## src/rtl/limber_gnrl_ramsp_rmw_pkg.sv

```systemverilog
// Shared types for the single-port RAM read-modify-write front end.
package limber_gnrl_ramsp_rmw_pkg;

  localparam int STATE_W = 3;

  // Controller states. The encodings are fixed so that debug probes and
  // other blocks can decode the state register directly.
  typedef enum logic [STATE_W-1:0] {
    IDLE   = 3'd0,
    READ   = 3'd1,
    MRG_RD = 3'd2,
    WRITE  = 3'd3,
    RESP   = 3'd4
  } state_e;

endpackage

```

## src/rtl/limber_gnrl_ramsp_rmw_if.sv

```systemverilog
// Request/response handshake bundle between a requester and the RMW block.
interface limber_gnrl_ramsp_rmw_if #(
  parameter int DW = 32,
  parameter int AW = 6
);
  logic            req_valid;
  logic            req_ready;
  logic            req_we;
  logic [AW-1:0]   req_addr;
  logic [DW-1:0]   req_wdata;
  logic [DW/8-1:0] req_wstrb;
  logic            rsp_valid;
  logic            rsp_ready;
  logic [DW-1:0]   rsp_rdata;
  logic            rsp_err;

  modport master (
    output req_valid, req_we, req_addr, req_wdata, req_wstrb, rsp_ready,
    input  req_ready, rsp_valid, rsp_rdata, rsp_err
  );

  modport slave (
    input  req_valid, req_we, req_addr, req_wdata, req_wstrb, rsp_ready,
    output req_ready, rsp_valid, rsp_rdata, rsp_err
  );
endinterface

```

## src/rtl/limber_gnrl_bytemerge.sv

```systemverilog
// Byte-lane merge: each byte comes from new_word when its strobe is set,
// otherwise from old_word. Purely combinational.
module limber_gnrl_bytemerge #(
  parameter int DW = 32
) (
  input  logic [DW-1:0]   old_word,
  input  logic [DW-1:0]   new_word,
  input  logic [DW/8-1:0] strb,
  output logic [DW-1:0]   merged
);

  // Select every byte lane independently from the strobe bit.
  always_comb begin
    merged = old_word;
    for (int i = 0; i < DW/8; i++) begin
      if (strb[i]) begin
        merged[8*i +: 8] = new_word[8*i +: 8];
      end else begin
        merged[8*i +: 8] = old_word[8*i +: 8];
      end
    end
  end

endmodule

```

## src/rtl/limber_gnrl_ramsp_rmw.sv

```systemverilog
// Single-outstanding request front end for a single-port, no-reset RAM.
// Partial writes are done as read, byte-merge, write-back.
module limber_gnrl_ramsp_rmw
  import limber_gnrl_ramsp_rmw_pkg::*;
#(
  parameter int DP = 64,
  parameter int DW = 32,
  parameter int AW = 6
) (
  input  logic                     clk,
  input  logic                     rst,
  limber_gnrl_ramsp_rmw_if.slave   bus,
  output logic                     ram_cs,
  output logic                     ram_we,
  output logic [AW-1:0]            ram_addr,
  output logic [DW-1:0]            ram_din,
  input  logic [DW-1:0]            ram_dout
);

  localparam int SW = DW/8;

  state_e          state_r;
  state_e          state_nxt_s;
  logic            we_r;
  logic [AW-1:0]   addr_r;
  logic [DW-1:0]   wdata_r;
  logic [SW-1:0]   wstrb_r;
  logic [DW-1:0]   rdata_r;
  logic            err_r;

  logic            req_ready_s;
  logic            hs_s;
  logic            oob_s;
  logic            strb_zero_s;
  logic            strb_full_s;
  logic [31:0]     addr_ext_s;
  logic [DW-1:0]   merged_s;

  // Handshake qualifiers; req_ready depends only on the state register.
  assign req_ready_s = (state_r == IDLE);
  assign hs_s        = bus.req_valid & req_ready_s;
  assign addr_ext_s  = 32'(bus.req_addr);
  assign oob_s       = (addr_ext_s >= 32'(DP));
  assign strb_zero_s = (bus.req_wstrb == {SW{1'b0}});
  assign strb_full_s = (bus.req_wstrb == {SW{1'b1}});

  limber_gnrl_bytemerge #(.DW(DW)) u_bytemerge (
    .old_word (ram_dout),
    .new_word (wdata_r),
    .strb     (wstrb_r),
    .merged   (merged_s)
  );

  // State register.
  always_ff @(posedge clk) begin
    if (rst) begin
      state_r <= IDLE;
    end else begin
      state_r <= state_nxt_s;
    end
  end

  // Next-state decision: the request type is resolved once at handshake.
  always_comb begin
    state_nxt_s = state_r;
    case (state_r)
      IDLE: begin
        if (hs_s) begin
          if (oob_s) begin
            state_nxt_s = RESP;
          end else if (bus.req_we && strb_zero_s) begin
            state_nxt_s = RESP;
          end else if (!bus.req_we) begin
            state_nxt_s = READ;
          end else if (strb_full_s) begin
            state_nxt_s = WRITE;
          end else begin
            state_nxt_s = MRG_RD;
          end
        end else begin
          state_nxt_s = IDLE;
        end
      end
      READ:   state_nxt_s = RESP;
      MRG_RD: state_nxt_s = WRITE;
      WRITE:  state_nxt_s = RESP;
      RESP: begin
        if (bus.rsp_ready) begin
          state_nxt_s = IDLE;
        end else begin
          state_nxt_s = RESP;
        end
      end
      default: state_nxt_s = IDLE;
    endcase
  end

  // Request capture, read-data capture and merged-word write-back staging.
  always_ff @(posedge clk) begin
    if (rst) begin
      we_r    <= 1'b0;
      addr_r  <= {AW{1'b0}};
      wdata_r <= {DW{1'b0}};
      wstrb_r <= {SW{1'b0}};
      rdata_r <= {DW{1'b0}};
      err_r   <= 1'b0;
    end else begin
      case (state_r)
        IDLE: begin
          if (hs_s) begin
            we_r    <= bus.req_we;
            addr_r  <= bus.req_addr;
            wdata_r <= bus.req_wdata;
            wstrb_r <= bus.req_wstrb;
            rdata_r <= {DW{1'b0}};
            err_r   <= oob_s;
          end
        end
        READ:    rdata_r <= ram_dout;
        MRG_RD:  wdata_r <= merged_s;
        default: ;
      endcase
    end
  end

  // RAM drive decoded from the state register; address/data always come
  // from reset registers so they are never X, even when ram_cs is low.
  always_comb begin
    ram_cs   = 1'b0;
    ram_we   = 1'b0;
    ram_addr = addr_r;
    ram_din  = wdata_r;
    case (state_r)
      READ:   ram_cs = 1'b1;
      MRG_RD: ram_cs = 1'b1;
      WRITE: begin
        ram_cs = 1'b1;
        ram_we = we_r;
      end
      default: begin
        ram_cs = 1'b0;
        ram_we = 1'b0;
      end
    endcase
  end

  // Handshake outputs; the response fields are held in registers until taken.
  assign bus.req_ready = req_ready_s;
  assign bus.rsp_valid = (state_r == RESP);
  assign bus.rsp_rdata = rdata_r;
  assign bus.rsp_err   = err_r;

endmodule

```

## src/flat_wrapper.sv

```systemverilog
// flat-port wrapper written by rule: the top's interface ports become plain ports
module limber_gnrl_ramsp_rmw_flat import limber_gnrl_ramsp_rmw_pkg::*;
#(
  parameter int DP = 64,
  parameter int DW = 32,
  parameter int AW = 6
)
  (clk, rst, ram_cs, ram_we, ram_addr, ram_din, ram_dout, bus_req_valid, bus_req_we, bus_req_addr, bus_req_wdata, bus_req_wstrb, bus_rsp_ready, bus_req_ready, bus_rsp_valid, bus_rsp_rdata, bus_rsp_err);
  limber_gnrl_ramsp_rmw_if #(.DW(DW), .AW(AW)) bus_i ();
  input  logic clk;
  input  logic rst;
  output logic ram_cs;
  output logic ram_we;
  output logic [AW-1:0] ram_addr;
  output logic [DW-1:0] ram_din;
  input  logic [DW-1:0] ram_dout;
  input wire logic [$bits(bus_i.req_valid)-1:0] bus_req_valid;
  input wire logic [$bits(bus_i.req_we)-1:0] bus_req_we;
  input wire logic [$bits(bus_i.req_addr)-1:0] bus_req_addr;
  input wire logic [$bits(bus_i.req_wdata)-1:0] bus_req_wdata;
  input wire logic [$bits(bus_i.req_wstrb)-1:0] bus_req_wstrb;
  input wire logic [$bits(bus_i.rsp_ready)-1:0] bus_rsp_ready;
  output wire logic [$bits(bus_i.req_ready)-1:0] bus_req_ready;
  output wire logic [$bits(bus_i.rsp_valid)-1:0] bus_rsp_valid;
  output wire logic [$bits(bus_i.rsp_rdata)-1:0] bus_rsp_rdata;
  output wire logic [$bits(bus_i.rsp_err)-1:0] bus_rsp_err;
  assign bus_i.req_valid = bus_req_valid;
  assign bus_i.req_we = bus_req_we;
  assign bus_i.req_addr = bus_req_addr;
  assign bus_i.req_wdata = bus_req_wdata;
  assign bus_i.req_wstrb = bus_req_wstrb;
  assign bus_i.rsp_ready = bus_rsp_ready;
  assign bus_req_ready = bus_i.req_ready;
  assign bus_rsp_valid = bus_i.rsp_valid;
  assign bus_rsp_rdata = bus_i.rsp_rdata;
  assign bus_rsp_err = bus_i.rsp_err;
  limber_gnrl_ramsp_rmw #(.DP(DP), .DW(DW), .AW(AW)) u_core (.clk(clk), .rst(rst), .bus(bus_i), .ram_cs(ram_cs), .ram_we(ram_we), .ram_addr(ram_addr), .ram_din(ram_din), .ram_dout(ram_dout));
endmodule
```

## config.mk

```make
export PLATFORM = sky130hd
export DESIGN_NAME = limber_gnrl_ramsp_rmw_flat
export DESIGN_NICKNAME = d
export VERILOG_FILES = /design/src/rtl/limber_gnrl_ramsp_rmw_pkg.sv /design/src/rtl/limber_gnrl_ramsp_rmw_if.sv /design/src/rtl/limber_gnrl_bytemerge.sv /design/src/rtl/limber_gnrl_ramsp_rmw.sv /design/src/flat_wrapper.sv
export SDC_FILE = /design/constraint.sdc
export NUM_CORES = 1
export LEC_CHECK = 0
export BUFFER_PORTS_ARGS = -buffer_cell sky130_fd_sc_hd__buf_2
export CAP_MARGIN = 20
export CORE_MARGIN = 10
export CORE_UTILIZATION = 40
export CTS_CLUSTER_DIAMETER = 150
export DETAILED_ROUTE_END_ITERATION = 7
export MAX_ROUTING_LAYER = met4
export PLACE_DENSITY = 0.69
export SLEW_MARGIN = 25
export SYNTH_ARGS = -nofsm -noshare
export SYNTH_HDL_FRONTEND = slang
export SYNTH_SLANG_ARGS = --single-unit
```

## constraint.sdc

```tcl
create_clock -name clk -period 1.67 [get_ports clk]
set_input_delay 0.167 -clock clk [delete_from_list [all_inputs] [get_ports clk]]
set_output_delay 0.167 -clock clk [all_outputs]
set_load 0.02 [all_outputs]
```

# Word level (Yosys, flattened, before mapping)
# Index checks and enable logic that the tools add are counted.
totals:
  reg_bits: 79
  output_inout_bits: 75
classes:
  n_bitwise: 1
  n_lt_le_gt_ge: 1
  reduce_logical: 13
  n_eq_ne: 10
  mux: 17
op_table:
  columns: ["operator", "count"]
  rows:
  - ["32-bit case mux with 2 select lines", 2]
  - ["32-bit two-way mux", 2]
  - ["8-bit two-way mux", 4]
  - ["3-bit two-way mux", 5]
  - ["3-bit case mux with 4 select lines", 1]
  - ["3-bit AND reduction", 4]
  - ["2-bit != test, second input constant", 5]
  - ["6-bit by 7-bit >= comparator with 1-bit output, second input constant", 1]
  - ["3-bit by 2-bit == test with 1-bit output, second input constant", 2]
  - ["4-bit == test, second input constant", 1]
  - ["4-bit zero test", 1]
  - ["2-bit AND reduction", 2]
  - ["2-bit nonzero test", 2]
  - ["3-bit by 1-bit == test with 1-bit output, second input constant", 1]
  - ["3-bit == test, second input constant", 1]
  - ["3-bit zero test", 1]
  - ["1-bit two-way mux", 3]
  - ["3-bit OR reduction", 1]
  - ["2-bit OR reduction", 1]
  - ["1-bit bitwise AND", 1]
  - ["1-bit logical AND", 1]

# Depth between registers and ports, before layout
depth:
  ltp_word: 7
  depth_mapped: 6
  mapped_depth_nobuf: 3

# Modules after synthesis
# Synthesis repeated with hierarchy kept, for this count alone.
unflattened:
  cells_unflattened: 402
  hier_area_um2: 3898.7
modules_own_cells:
  columns: ["mod", "n_inst", "area_per_inst_um2", "seq_area_each_um2", "cells_per_inst"]
  rows:
  - ["limber_gnrl_ramsp_rmw", 1, 3373.2, 1561.5, 366]
  - ["limber_gnrl_bytemerge", 1, 525.5, 0.0, 36]

# Worst setup path before layout
# No wires, ideal clock.
synth_path:
  path_type: "flip-flop to flip-flop"
  start: "register u_core.state_r[0]"
  end: "register u_core.wstrb_r[0]"
  path_stages_with_launch: 6
  path_slack_ps: 317
  setup_ps: 132
  t_arrival_ps: 1221
  path_buffers: 2
  synth_period_minus_slack_ps: 1353
  cell_sequence: "dfxtp_1 buf_6 or4b_1 buf_2 nand2_1 a21oi_1"
synth_via:
  elab_chain_len: 3
synth_rtl:
  columns: ["item", "line_no", "rtl"]
  rows:
  - ["start: declaration", "limber_gnrl_ramsp_rmw.sv:22", "state_e state_r;"]
  - ["start signal: assignment", "limber_gnrl_ramsp_rmw.sv:59", "state_r <= state_nxt_s;"]
  - ["3-bit zero test *", "limber_gnrl_ramsp_rmw.sv:40, limber_gnrl_ramsp_rmw.sv:108", null]
  - ["1-bit bitwise AND", "limber_gnrl_ramsp_rmw.sv:41", "assign hs_s = bus.req_valid & req_ready_s;"]
  - ["2-bit AND reduction (no line) *", null, null]
  - ["end signal: assignment", "limber_gnrl_ramsp_rmw.sv:104", "wstrb_r <= {SW{1'b0}};"]
  - ["end signal: assignment", "limber_gnrl_ramsp_rmw.sv:114", "wstrb_r <= bus.req_wstrb;"]
  - ["end: declaration", "limber_gnrl_ramsp_rmw.sv:27", "logic [SW-1:0] wstrb_r;"]
# Every way passes the cells marked *; elsewhere a longest branch is shown, timed or not.
# A chain may end at the register's enable or synchronous reset.

# Final worst setup path
layout_path:
  start: "register u_core.state_r[1]"
  end: "output bus_rsp_valid"
layout_via:
  elab_chain_len: 1
layout_rtl:
  columns: ["item", "line_no", "rtl"]
  rows:
  - ["3-bit == test", "limber_gnrl_ramsp_rmw.sv:149", "assign bus.rsp_valid = (state_r == RESP);"]
  - ["end: declaration", "flat_wrapper.sv:24", "output wire logic [$bits(bus_i.rsp_valid)-1:0] bus_rsp_valid;"]
# No other way between the ends.

==> results_dict.tcl <==
set metrics [dict create \
    ys_ff_latch 78 \
    grt_pass1_wl_mm 18.5 \
    critical_path_class "reg2out" \
    drc 0 \
    startpoint_type "register" \
    clk_pin_slew_worst_paths_ns 0.08 \
    cts_tree "yes" \
    skew_ns 0.00869 \
    synthesis.instances 434 \
    cts_setup_buffers 0 \
    ant_nets 0 \
    htreeDepth 3 \
    netlist_area_sq_um 3560 \
    status "finished, final reports clean" \
    rsz0062_at_grt "no" \
    dr.first_iter.drc_count 163 \
    detailed_place_hpwl_mm 9.35 \
    grt_max_degree 42 \
    cap_viol_max_count 0 \
    synthTopCellsByArea "dfxtp_1 (44%), a21oi_1 (6.0%), a22o_1 (5.9%), nand2_1 (5.8%), nor2_1 (5.8%)" \
    yosysTopAreaCell "dfxtp_1" \
    powerDensity_nw_per_um2 1100 \
    cp-end-kind "output port" \
    clkSinkCount 78 \
    final_area_sq_um 4690 \
    start_util_pct 41.0 \
    drv_slew 0 \
    grt_overflow 0 \
    area_growth_pct 31.7 \
    critPathMaxFanout 9 \
    numCtsBuffers 9 \
    core_area_sq_um 8680 \
    portBuffers 152 \
    reg2reg_from "u_core.state_r[1]" \
    cts_root_buffer "clkbuf_8" \
    layout_min_cycle_time_ns 1.58 \
    grt_use_total_pct 18.1 \
    setup_viol 0 \
    synth_edf_count 0 \
    cp.required_ns 1.50 \
    rrSetupSlack_ns 0.21 \
    via_per_inst 5.30 \
    antenna_found_initial 0 \
    ys_seq_area_share_pct 43.9 \
    vias 3634 \
    drive_above_1_share_pct 35.5 \
    r2r-end "u_core.ram_din[1]" \
    relSlewSlack_pct 58.4 \
    total_power_mw 5.16 \
    cp-endpoint "bus_rsp_valid" \
    yosys_warnings 0 \
    die_width_um 114 \
    drt-wirelength-per-cell_um 17.6 \
    synth_commonest_cells "dfxtp_1 (78), nand2_1 (55), nor2_1 (55), a21oi_1 (43), inv_1 (38)" \
    ir_worst_vdd_mv 0.535 \
    post-synth-top-count-cell "dfxtp_1" \
    n_antenna_cell 0 \
    clk_path_buf_depth 2 \
    nets 653 \
    startpoint "u_core.state_r[1]" \
    worstPathArrival_ns 1.41 \
    synth_nets 513 \
    rr_worst_depth 4 \
    setup_tns_ns 0 \
    avgSynthCellArea_sq_um 8.20 \
    yosysTopAreaCellShare_pct 43.9 \
    routed_wl_mm 12.1 \
    insertion_delay_ns 0.34 \
    rows 34 \
    fmax_mhz 634 \
    period_share_pct 94.5 \
    final_hold_viol_count 0 \
    dr.pass1.iters 5 \
    pin_count 154 \
    hold_class "in2reg" \
    p_leak_nw 2.19 \
    grt_pass1_vias 3622 \
    cts-hold-fix-buffers 0 \
    ys_types 37 \
    worst_pin_slew_ns 0.623 \
    gp_congestion 0.835 \
    n_fill_cell 855 \
    ys.flop_type "dfxtp_1" \
    async_flop_share_pct 0 \
    dpl-instance-area_sq_um 4430 \
    dieArea_sq_um 13100 \
    die_h_um 114 \
    hold-worst-slack_ns 0.0561 \
]
-- report_power, final --
group          switching (mW)  internal (mW)  total, mW
combinational           0.755          0.463       1.22
clock                   0.672           1.14       1.81
sequential              0.103           2.02       2.13
total                    1.53           3.62       5.16
-- registers in the layout, summed over array words and instances (netlist names) --
register              flops
u_core.wstrb_r            4
u_core.ram_din           32
u_core.we_r               1
u_core.state_r            3
u_core.bus.rsp_rdata     32
u_core.ram_addr           6
-- kinds of logic (layout without fill, tap and decap cells) --
group / count (synthesis) / in the layout / synth area share [%]
compound gates: 148 / 148 / 30.3
buf+inv: 78 / 222 / 9.77
flops: 78 / 78 / 43.9
other cells: 1 / 1 / 0.105
simple gates: 129 / 129 / 16.0
-- through the flow --
step / instances / util (%) / worst slack, ns
finish: 686 / 54.0 / 0.0921
global route: 686 / 54.0 / 0.00333
floorplan: 434 / - / 0.317
global placement: 671 / 51.0 / 0.0707
detailed placement: 671 / 51.0 / -0.0605
CTS: 686 / 54.0 / 0.0548
-- worst max-delay path, stage by stage, from the launching register on --
cell,delay [ns]
dfxtp_2,0.38
buf_4,0.19
nor2_1,0.19
and2_1,0.15
buf_2,0.16
-- metal layers --
layer	part of all wire [%]	up-vias	wire, um	GRT usage, %
li1	-	1776	-	-
met1	44	1690	5260	22.2
met2	49	158	5960	29.5
met3	6.0	10	730	4.25
met4	1.2	0	139	4.59
met5	0	-	0	-
-- how the worst min path moves through the flow --
stage                    startpoint            endpoint  slack, ns  cells after the start
floorplan                bus_req_we         u_core.we_r       0.30                      2
global placement    bus_req_addr[3]  u_core.ram_addr[3]       0.41                      3
detailed placement  bus_req_addr[1]  u_core.ram_addr[1]       0.42                      3
CTS                 bus_req_addr[1]  u_core.ram_addr[1]       0.05                      3
global route        bus_req_addr[2]  u_core.ram_addr[2]       0.06                      3
finish              bus_req_addr[1]  u_core.ram_addr[1]       0.06                      3
-- layout make-up --
cell class / instances / area (sq um) / share of cell area (%)
multi-input cells: 278 / 1670 / 35.5
clock inverters: 4 / 120 / 2.56
flip-flops and latches: 78 / 1570 / 33.4
well taps: 108 / 135 / 2.88
inverters: 38 / 143 / 3.04
repair buffers: 169 / 926 / 19.7
clock buffers: 11 / 131 / 2.80
-- layout by cell type (no fill, tap or decap), types with 2 or more instances in the layout --
| master | count |
|---|---|
| bufinv_16 | 4 |
| and2b_1 | 2 |
| o21ai_2 | 3 |
| clkbuf_1 | 2 |
| nand2_1 | 55 |
| a221oi_2 | 10 |
| clkbuf_8 | 9 |
| nor2_4 | 2 |
| o21ai_0 | 32 |
| a22o_1 | 24 |
| buf_4 | 14 |
| buf_12 | 3 |
| buf_2 | 152 |
| inv_1 | 38 |
| o2bb2ai_1 | 7 |
| o21a_1 | 2 |
| nor2b_1 | 3 |
| a21oi_1 | 43 |
| a221oi_1 | 23 |
| dfxtp_2 | 2 |
| nor3_1 | 2 |
| nor2_1 | 54 |
| dfxtp_1 | 75 |
-- what timing repair did --
action,in CTS,in global routing
endpoints found under the hold margin,0,0
setup endpoints to repair,4,1
gates resized for setup,2,2
(Power assumes the default switching activity.)
